==> src/rtl/layer_stream_bridge_pkg.sv <==
`default_nettype none
// ============================================================================
// Module      : layer_stream_bridge_pkg
// Description : Shared constants for the layer-to-layer stream bridge.
//               Holds the default layer geometry used at instantiation, the
//               per-slot state encoding and a beat-counter width helper.
// Revision    : 1.0 - initial release
// ============================================================================
package layer_stream_bridge_pkg;

    // Default geometry of a neuron layer vector
    localparam int c_DATA_WIDTH         = 16;
    localparam int c_NUM_NEURON_LAYER_N = 30;

    // Lifecycle of one vector slot
    typedef enum logic [1:0] {
        SLOT_EMPTY   = 2'd0,
        SLOT_FULL    = 2'd1,
        SLOT_SENDING = 2'd2
    } slot_state_t;

    // Beat index width, never below one bit so NN=1 still has a counter
    function automatic int beat_width(input int n);
        return (n > 1) ? $clog2(n) : 1;
    endfunction

endpackage
`default_nettype wire

==> src/rtl/layer_stream_bridge_vec_shift_buf.sv <==
`default_nettype none
// ============================================================================
// Module      : vec_shift_buf
// Description : One NN*DATA_WIDTH vector slot. Loads a whole vector, shifts
//               down by one element per accepted beat and exposes the lowest
//               element as the head value.
// Revision    : 1.0 - initial release
// ============================================================================
module vec_shift_buf
    import layer_stream_bridge_pkg::*;
#(
    parameter int NN         = c_NUM_NEURON_LAYER_N,
    parameter int DATA_WIDTH = c_DATA_WIDTH
) (
    input  logic                       clk,
    input  logic                       rst,
    input  logic                       i_load,
    input  logic [NN*DATA_WIDTH-1:0]   i_load_data,
    input  logic                       i_shift,
    output logic [DATA_WIDTH-1:0]      o_head
);

    logic [NN*DATA_WIDTH-1:0] r_data;

    // Vector storage: load wins over shift, shift drops the head element
    always_ff @(posedge clk) begin
        if (rst) begin
            r_data <= '0;
        end else if (i_load) begin
            r_data <= i_load_data;
        end else if (i_shift) begin
            r_data <= r_data >> DATA_WIDTH;
        end
    end

    assign o_head = r_data[DATA_WIDTH-1:0];

endmodule
`default_nettype wire

==> src/rtl/layer_stream_bridge.sv <==
`default_nettype none
// ============================================================================
// Module      : layer_stream_bridge
// Description : Captures a parallel layer vector on in_valid and streams it
//               one element per beat over a valid/ready interface, with a
//               last-beat marker and saturating drop accounting.
//               Optional macro LAYER_BRIDGE_PINGPONG_EN selects two vector
//               slots (ping-pong); otherwise a single slot is built.
// Revision    : 1.0 - initial release
// ============================================================================
module layer_stream_bridge
    import layer_stream_bridge_pkg::*;
#(
    parameter int NN         = c_NUM_NEURON_LAYER_N,
    parameter int DATA_WIDTH = c_DATA_WIDTH
) (
    input  logic                       clk,
    input  logic                       wb_rst_i,
    input  logic                       in_valid,
    input  logic [NN*DATA_WIDTH-1:0]   in_data,
    output logic [DATA_WIDTH-1:0]      out_data,
    output logic                       out_valid,
    input  logic                       out_ready,
    output logic                       out_last,
    output logic                       busy,
    output logic                       drop,
    output logic [7:0]                 drop_cnt
);

`ifdef LAYER_BRIDGE_PINGPONG_EN
    localparam int c_NSLOT = 2;
`else
    localparam int c_NSLOT = 1;
`endif
    localparam int                    c_BEAT_W    = beat_width(NN);
    localparam logic [c_BEAT_W-1:0]   c_LAST_BEAT = c_BEAT_W'(NN - 1);

    slot_state_t               r_state     [c_NSLOT];
    slot_state_t               w_state_nxt [c_NSLOT];
    logic [DATA_WIDTH-1:0]     w_head      [c_NSLOT];
    logic [c_NSLOT-1:0]        w_load;
    logic [c_NSLOT-1:0]        w_shift;
    logic [NN*DATA_WIDTH-1:0]  w_load_data;

    logic                      r_rd_ptr, w_rd_ptr_nxt;
    logic                      r_wr_ptr, w_wr_ptr_nxt;
    logic [c_BEAT_W-1:0]       r_beat, w_beat_nxt;
    logic [DATA_WIDTH-1:0]     r_out_data, w_out_data_nxt;
    logic                      r_out_valid, w_out_valid_nxt;
    logic                      r_out_last;
    logic                      r_drop;
    logic [7:0]                r_drop_cnt;

    slot_state_t               w_wr_state, w_other_state;
    logic [DATA_WIDTH-1:0]     w_rd_head, w_other_head;
    logic                      w_xfer, w_last_xfer, w_accept, w_start_other, w_direct;
    logic                      w_busy;

    // Slot storage, one shift buffer per slot
    for (genvar g = 0; g < c_NSLOT; g++) begin : g_slot
        vec_shift_buf #(
            .NN         (NN),
            .DATA_WIDTH (DATA_WIDTH)
        ) u_buf (
            .clk         (clk),
            .rst         (wb_rst_i),
            .i_load      (w_load[g]),
            .i_load_data (w_load_data),
            .i_shift     (w_shift[g]),
            .o_head      (w_head[g])
        );
    end

    // Look up the read slot, the write slot and the slot queued behind the read slot
    always_comb begin
        w_wr_state    = SLOT_EMPTY;
        w_other_state = SLOT_EMPTY;
        w_rd_head     = '0;
        w_other_head  = '0;
        w_busy        = 1'b0;
        for (int i = 0; i < c_NSLOT; i++) begin
            if (i == int'(r_rd_ptr)) begin
                w_rd_head = w_head[i];
            end else begin
                w_other_state = r_state[i];
                w_other_head  = w_head[i];
            end
            if (i == int'(r_wr_ptr)) begin
                w_wr_state = r_state[i];
            end
            if (r_state[i] != SLOT_EMPTY) begin
                w_busy = 1'b1;
            end
        end
    end

    // Handshake decode: a capture is accepted if the write slot is empty or
    // is the slot whose final beat leaves this very cycle
    always_comb begin
        w_xfer        = r_out_valid & out_ready;
        w_last_xfer   = w_xfer & r_out_last;
        w_accept      = in_valid & ((w_wr_state == SLOT_EMPTY) ||
                                    ((r_wr_ptr == r_rd_ptr) && w_last_xfer));
        w_start_other = w_last_xfer && (w_other_state == SLOT_FULL);
        w_direct      = w_accept && !w_start_other && (!r_out_valid || w_last_xfer);
    end

    // Next-state for slots, pointers, beat counter and output register
    always_comb begin
        w_load          = '0;
        w_shift         = '0;
        w_load_data     = in_data;
        w_rd_ptr_nxt    = r_rd_ptr;
        w_wr_ptr_nxt    = r_wr_ptr;
        w_beat_nxt      = r_beat;
        w_out_data_nxt  = r_out_data;
        w_out_valid_nxt = r_out_valid;
        for (int i = 0; i < c_NSLOT; i++) begin
            w_state_nxt[i] = r_state[i];
        end

        // Mid-vector transfer: present the next element of the read slot
        if (w_xfer && !r_out_last) begin
            w_out_data_nxt = w_rd_head;
            w_beat_nxt     = r_beat + 1'b1;
            for (int i = 0; i < c_NSLOT; i++) begin
                if (i == int'(r_rd_ptr)) w_shift[i] = 1'b1;
            end
        end

        // Final beat leaves: retire the read slot
        if (w_last_xfer) begin
            w_out_valid_nxt = 1'b0;
            w_out_data_nxt  = '0;
            w_beat_nxt      = '0;
            for (int i = 0; i < c_NSLOT; i++) begin
                if (i == int'(r_rd_ptr)) w_state_nxt[i] = SLOT_EMPTY;
            end
        end

        // Buffered vector takes over with no bubble
        if (w_start_other) begin
            w_out_data_nxt  = w_other_head;
            w_out_valid_nxt = 1'b1;
            w_rd_ptr_nxt    = (c_NSLOT == 2) ? ~r_rd_ptr : 1'b0;
            for (int i = 0; i < c_NSLOT; i++) begin
                if (i != int'(r_rd_ptr)) begin
                    w_state_nxt[i] = SLOT_SENDING;
                    w_shift[i]     = 1'b1;
                end
            end
        end

        // Capture; element 0 goes straight to the output when nothing is ahead of it
        if (w_accept) begin
            w_wr_ptr_nxt = (c_NSLOT == 2) ? ~r_wr_ptr : 1'b0;
            if (w_direct) begin
                w_load_data     = in_data >> DATA_WIDTH;
                w_out_data_nxt  = in_data[DATA_WIDTH-1:0];
                w_out_valid_nxt = 1'b1;
                w_beat_nxt      = '0;
                w_rd_ptr_nxt    = r_wr_ptr;
            end
            for (int i = 0; i < c_NSLOT; i++) begin
                if (i == int'(r_wr_ptr)) begin
                    w_load[i]      = 1'b1;
                    w_state_nxt[i] = w_direct ? SLOT_SENDING : SLOT_FULL;
                end
            end
        end
    end

    // Registered state and outputs
    always_ff @(posedge clk) begin
        if (wb_rst_i) begin
            for (int i = 0; i < c_NSLOT; i++) begin
                r_state[i] <= SLOT_EMPTY;
            end
            r_rd_ptr    <= 1'b0;
            r_wr_ptr    <= 1'b0;
            r_beat      <= '0;
            r_out_data  <= '0;
            r_out_valid <= 1'b0;
            r_out_last  <= 1'b0;
        end else begin
            for (int i = 0; i < c_NSLOT; i++) begin
                r_state[i] <= w_state_nxt[i];
            end
            r_rd_ptr    <= w_rd_ptr_nxt;
            r_wr_ptr    <= w_wr_ptr_nxt;
            r_beat      <= w_beat_nxt;
            r_out_data  <= w_out_data_nxt;
            r_out_valid <= w_out_valid_nxt;
            r_out_last  <= w_out_valid_nxt && (w_beat_nxt == c_LAST_BEAT);
        end
    end

    // Drop pulse and saturating drop counter
    always_ff @(posedge clk) begin
        if (wb_rst_i) begin
            r_drop     <= 1'b0;
            r_drop_cnt <= '0;
        end else begin
            r_drop <= in_valid & ~w_accept;
            if (in_valid && !w_accept && (r_drop_cnt != 8'hFF)) begin
                r_drop_cnt <= r_drop_cnt + 8'd1;
            end
        end
    end

    assign out_data  = r_out_data;
    assign out_valid = r_out_valid;
    assign out_last  = r_out_last;
    assign busy      = w_busy;
    assign drop      = r_drop;
    assign drop_cnt  = r_drop_cnt;

endmodule
`default_nettype wire
==> config.mk <==
export PLATFORM = sky130hd
export DESIGN_NAME = layer_stream_bridge
export DESIGN_NICKNAME = d
export VERILOG_FILES = /design/src/rtl/layer_stream_bridge_pkg.sv /design/src/rtl/layer_stream_bridge_vec_shift_buf.sv /design/src/rtl/layer_stream_bridge.sv
export SDC_FILE = /design/constraint.sdc
export NUM_CORES = 1
export LEC_CHECK = 0
export CORE_MARGIN = 2
export CORE_UTILIZATION = 55
export CTS_CLUSTER_SIZE = 12
export DETAILED_ROUTE_END_ITERATION = 12
export PLACE_DENSITY = 0.91
export SETUP_SLACK_MARGIN = 0.2
export SLEW_MARGIN = 0
export SYNTH_ARGS = -nofsm -noshare
export SYNTH_HDL_FRONTEND = slang
export SYNTH_HIERARCHICAL = 1
export SYNTH_SLANG_ARGS = --single-unit
==> constraint.sdc <==
create_clock -name clk -period 6.7 [get_ports clk]
set_input_delay 1.34 -clock clk [delete_from_list [all_inputs] [get_ports clk]]
set_output_delay 1.34 -clock clk [all_outputs]
set_load 0.02 [all_outputs]
# After elaboration in Yosys (flattened, before gate mapping)
# Memory sizes are Yosys's and may differ from the RTL's.
# Index checks and enable logic that the tools add are counted.
[classes]
add_sub_neg = 2
n_eq_ne = 3
mux = 39
bitwise = 6
reduce_logical = 18
[ops]
columns = ["operator", "n"]
rows = [
  ["$mux 480", 4],
  ["$mux 16", 7],
  ["$mux 5", 4],
  ["$mux 1", 17],
  ["$mux 2", 7],
  ["$add 8x1->8 const B", 1],
  ["$logic_and 1x1->1", 8],
  ["$ne 8x8->1 const B", 1],
  ["$add 5x1->5 const B", 1],
  ["$eq 5x5->1 const B", 1],
  ["$and 1x1->1", 4],
  ["$logic_not 1->1", 4],
  ["$reduce_bool 2->1", 2],
  ["$eq 2x1->1 const B", 1],
  ["$logic_not 2->1", 1],
  ["$logic_or 1x1->1", 2],
  ["$not 1->1", 2],
  ["$reduce_or 2->1", 1],
]
[word_totals]
reg_bits = 513
ramBits = 2
in_bits = 484
wordCells = 77
mem_count = 1
[memory_table]
columns = ["name", "depth", "width", "rd", "rd_clocked_by_memory_dff", "write_ports", "line_no", "rtl"]
rows = [
  ["r_state", 1, 2, 1, 0, 1, "layer_stream_bridge.sv:38", "slot_state_t r_state [c_NSLOT];"],
]

# Depth between registers and ports, before layout
[depth]
depth_word = 11
depth_mapped = 10

# Modules after synthesis
# The synthesis kept the hierarchy.
[modules_own_cells]
columns = ["module", "n_inst", "cells_each", "area_per_inst_um2", "seq_area_each_um2"]
rows = [
  ["vec_shift_buf", 1, 2150, 22123.7, 9609.2],
  ["layer_stream_bridge", 1, 758, 7457.2, 700.7],
]

# Worst setup path after synthesis
# OpenSTA, ideal clock, no wires.
[synth_path]
path_kind = "input to register"
start = "input out_ready"
end = "register g_slot[0].u_buf.r_data[424]"
setup_time_ps = 138
t_arrival_ps = 3037
t_required_ps = 6562
path_slack_ps = 3526
path_stages = 8
n_path_buf = 4
path_cell_list = "nand4b_1 > a21oi_4 > clkbuf_1 > buf_2 > clkbuf_1 > clkbuf_1 > nor2b_1 > a211oi_1"
[synth_via]
elab_chain_cells = 10
[synth_rtl]
columns = ["element", "line_no", "rtl"]
rows = [
  ["start, declared", "layer_stream_bridge.sv:23", "input logic out_ready,"],
  ["$and 1x1->1 (*)", "layer_stream_bridge.sv:100", "w_xfer = r_out_valid & out_ready;"],
  ["$and 1x1->1 (*)", "layer_stream_bridge.sv:101", "w_last_xfer = w_xfer & r_out_last;"],
  ["$logic_and 1x1->1 (*)", "layer_stream_bridge.sv:103", "((r_wr_ptr == r_rd_ptr) && w_last_xfer));"],
  ["$logic_or 1x1->1 (*)", "layer_stream_bridge.sv:102", "w_accept = in_valid & ((w_wr_state == SLOT_EMPTY) ||"],
  ["$and 1x1->1 (*)", "layer_stream_bridge.sv:102", ""],
  ["via w_accept", "layer_stream_bridge.sv:56", "logic w_xfer, w_last_xfer, w_accept, w_start_other, w_direct;"],
  ["$logic_and 1x1->1 (2 in a row)", "layer_stream_bridge.sv:105", "w_direct = w_accept && !w_start_other && (!r_out_valid || w_last_xfer);"],
  ["$mux 480", "layer_stream_bridge.sv:157", "if (w_direct) begin"],
  ["$mux 480", "layer_stream_bridge.sv:155", "if (w_accept) begin"],
  ["$mux 480", "layer_stream_bridge_vec_shift_buf.sv:29", "end else if (i_load) begin"],
  ["end signal, assigned", "layer_stream_bridge_vec_shift_buf.sv:30", "r_data <= i_load_data;"],
  ["end signal, assigned", "layer_stream_bridge_vec_shift_buf.sv:32", "r_data <= r_data >> DATA_WIDTH;"],
  ["end, declared", "layer_stream_bridge_vec_shift_buf.sv:23", "logic [NN*DATA_WIDTH-1:0] r_data;"],
]
# The timed path passes the listed nets; every way through them passes the cells marked *.
# A chain may end at the register's enable or synchronous reset.

# Worst setup path in the final report
[layout_path]
start = "input out_ready"
end = "register g_slot[0].u_buf.r_data[17]"
[layout_via]
elab_chain_cells = 10
[layout_rtl]
columns = ["element", "line_no"]
rows = [
  ["$and 1x1->1 (*)", "layer_stream_bridge.sv:100"],
  ["$and 1x1->1", "layer_stream_bridge.sv:101"],
  ["$logic_and 1x1->1", "layer_stream_bridge.sv:103"],
  ["$logic_or 1x1->1", "layer_stream_bridge.sv:102"],
  ["$and 1x1->1", "layer_stream_bridge.sv:102"],
  ["$logic_and 1x1->1 (2 in a row)", "layer_stream_bridge.sv:105"],
  ["$mux 480", "layer_stream_bridge.sv:157"],
  ["$mux 480", "layer_stream_bridge.sv:155"],
  ["$mux 480", "layer_stream_bridge_vec_shift_buf.sv:29"],
]
# Mark *: on every way between the ends. The rest lies on a longest branch, timed or not.

==> out/qor.csv <==
metric,value,unit
worstPathCellList,clkdlybuf4s50_1 > nand4b_1 > a21oi_4 > buf_12 > inv_8 > buf_12 > a211oi_1,
cts_made_buffers,54,
cp-end-kind,flip-flop,
drc_errors,0,
cp.required,7180,ps
fin_skew,7.59,ps
vdd_ir_drop_max,0.000199,V
internal_power,6.16,mW
initial_utilization,56.0,%
syn-cell-area,0.0296,mm²
ys_ff_latch,515,
synth_cell_types,51,
synth.most_common_cell,dfxtp_1,
n_fill_cell,3826,
cpMostUsedCell,buf_12,
hold_class,reg2reg,
worst_path_max_delay_cell,buf_12,
max_stage_delay,700,ps
grt_overflow,0,
synthesis.nets,3394,
cts_tree,yes,
report.final.slew_viol_count,0,
cp_top_family,buffers and inverters,
yosysSeqAreaShare,34.9,%
post_drt_wl_per_cell,22.1,µm
worstSkewPairLatency,590,ps
rsz0062_at_grt,no,
post_cts_buffers,0,
syn_inst,2908,
portBuffers,511,
crit_buf_inv,4,
area.growth.synth_to_final,21.7,%
rows,84,
r2r_slack,2720,ps
async_reset_ff_share,0,%
grt_max_degree,313,
design.core.area,0.0529,mm²
first_pass_iters,7,
crit_type,in2reg,
synth.largest_area_cell,dfxtp_1,
die_area,0.0557,mm²
postRouteAntennaNets,0,
design_area,0.0360,mm²
final_nets,3687,
avgSynthCellArea,10.2,µm²
synthTopCellsByArea,"dfxtp_1 35%, mux2_1 17%, mux2i_1 16%",
synth_edf_count,0,
place_area,0.0343,mm²
power_frac_comb,23.4,%
die_y,236,µm
maxCapViolations,0,
power_density,239,mW/mm²
ys_top_cells_by_count,"515 x dfxtp_1, 466 x nor2b_1, 464 x a211oi_1, 464 x mux2i_1, 440 x mux2_1",
period_needed,4640,ps
gp_congestion,0.952,
synth_top_area_share,34.9,%
tns,0,ps
setup_viol,0,
clock_path_buffers,3,
clkTransAtPathRegs,60,ps
dp_slack,1710,ps
critical_path_arrival,5120,ps
die-width,236,µm
fin_crit_sh,69.3,%
p_sw,2.46,mW
fmax,215,MHz
cts_hold_buf,0,
power.leakage,12.2,nW
vias_per_cell,6.09,
clockPowerShare,34.3,%
grt_pass1_wl,135,mm
cts_resized,0,
crit_fanout,312,
yosys_warnings,6,
antenna_found_initial,7,
swShare,28.6,%
cp-start-kind,primary input,
via_count,24000,
drive_gt1_share,3.92,%
io_pins,512,
ctsHtreeMaxLevel,2,
fin_util,68.1,%
setup_ws,2060,ps
status,completed,
first_global_vias,24600,
final_hold_viol_count,0,
cts-root-buf,clkbuf_16,
initialDrtViolationCount,1932,
clock_sinks,515,
max_slew.worst_pin.slew,1180,ps
routed_wl,86.9,mm
synth_ff_type,dfxtp_1,
power_frac_seq,42.3,%
gr-usage-all-layers,29.7,%
total_power,8.62,mW
slew-limit-headroom,21.7,%
dp_hpwl,59.0,mm
[worst min-delay path: cells and delay by family, from the launching register on]
kind,cells,cell delay [ps]
AOI/OAI and AO/OA,1,60
DFF,1,310
and+or+nand+nor,1,50
[metal layers]
layer | wire [µm] | GRT usage, % | up-vias
met5 | 80 | 0 | -
met4 | 4450 | 15.2 | 12
met3 | 4770 | 4.56 | 266
met2 | 42900 | 51.8 | 846
met1 | 34700 | 35.4 | 11600
li1 | - | - | 11300
[kinds of logic (layout without fill, tap and decap cells)]
| logic type | count (synthesis) | count (layout) | synth area share, % |
|---|---|---|---|
| DFF | 515 | 515 | 34.9 |
| AOI/OAI and AO/OA | 558 | 558 | 13.9 |
| adders and majority gates | 2 | 2 | 0.0846 |
| and+or+nand+nor | 596 | 596 | 12.4 |
| buffers and inverters | 324 | 654 | 6.03 |
| other | 0 | 5 | 0 |
| muxes | 912 | 912 | 32.8 |
| xor gates and xnor gates | 1 | 1 | 0.0296 |
[worst paths after layout]
check,startpoint,cells after the start,to
hold / removal,out_data[2]$_SDFF_PP0_,2,out_data[2]$_SDFF_PP0_
hold reg to reg,out_data[2]$_SDFF_PP0_,2,out_data[2]$_SDFF_PP0_
setup reg to reg,out_last$_SDFF_PP0_,6,g_slot[0].u_buf/r_data[17]$_SDFFE_PP0P_
setup / recovery,out_ready,7,g_slot[0].u_buf/r_data[17]$_SDFFE_PP0P_
[power by group through the flow]
stage          Combinational [mW]  Sequential (mW)  Clock, mW
5_1_grt                      2.17             3.68       3.12
2_1_floorplan                1.41             3.62          0
4_1_cts                      2.00             3.64       3.00
3_3_place_gp                 1.91             3.69          0
3_5_place_dp                 1.98             3.70          0
6_report                     2.02             3.65       2.96
[through the flow]
| step | instances | hold slack, ps |
|---|---|---|
| final | 3931 | 477 |
| after global routing | 3926 | 506 |
| after CTS | 3926 | 478 |
| after detailed placement | 3833 | 468 |
| after global placement | 3833 | 461 |
| after floorplan | 2908 | 471 |
[layout by cell type, fill, tap and decap left out, types with 6 or more instances in the layout]
master           instances
clkinv_2                 6
clkbuf_1                12
mux2i_1                464
clkbuf_16               55
a22oi_1                 16
nand2_1                 36
mux2_1                 440
a221oi_1                18
nor2b_1                466
nor3_1                   7
clkbuf_8                17
a211oi_1               464
dfxtp_1                515
mux2_2                   8
nand3_1                 24
inv_1                   21
and2_1                  18
buf_4                   16
clkdlybuf4s50_1        510
or3b_1                  13
or4_1                    6
buf_12                  12
o21ai_0                 20
a21oi_1                 29
[state kept, by name (all words and copies together), names as in the netlist]
name / count
r_rd_ptr: 1
g_slot.u_buf/r_data: 480
out_data: 16
drop: 1
r_state: 2
drop_cnt: 8
r_beat: 5
out_valid: 1
out_last: 1
[final cells by class]
class | instances | area, µm² | area share (%)
Clock buffer | 84 | 1660 | 4.60
Timing Repair Buffer | 539 | 5480 | 15.2
Clock inverter | 9 | 76.3 | 0.212
Inverter | 22 | 90.1 | 0.250
Tap cell | 688 | 861 | 2.39
Antenna cell | 5 | 12.5 | 0.0348
Multi-Input combinational cell | 2069 | 17500 | 48.7
Sequential cell | 515 | 10300 | 28.6
(Power assumes the default switching activity.)
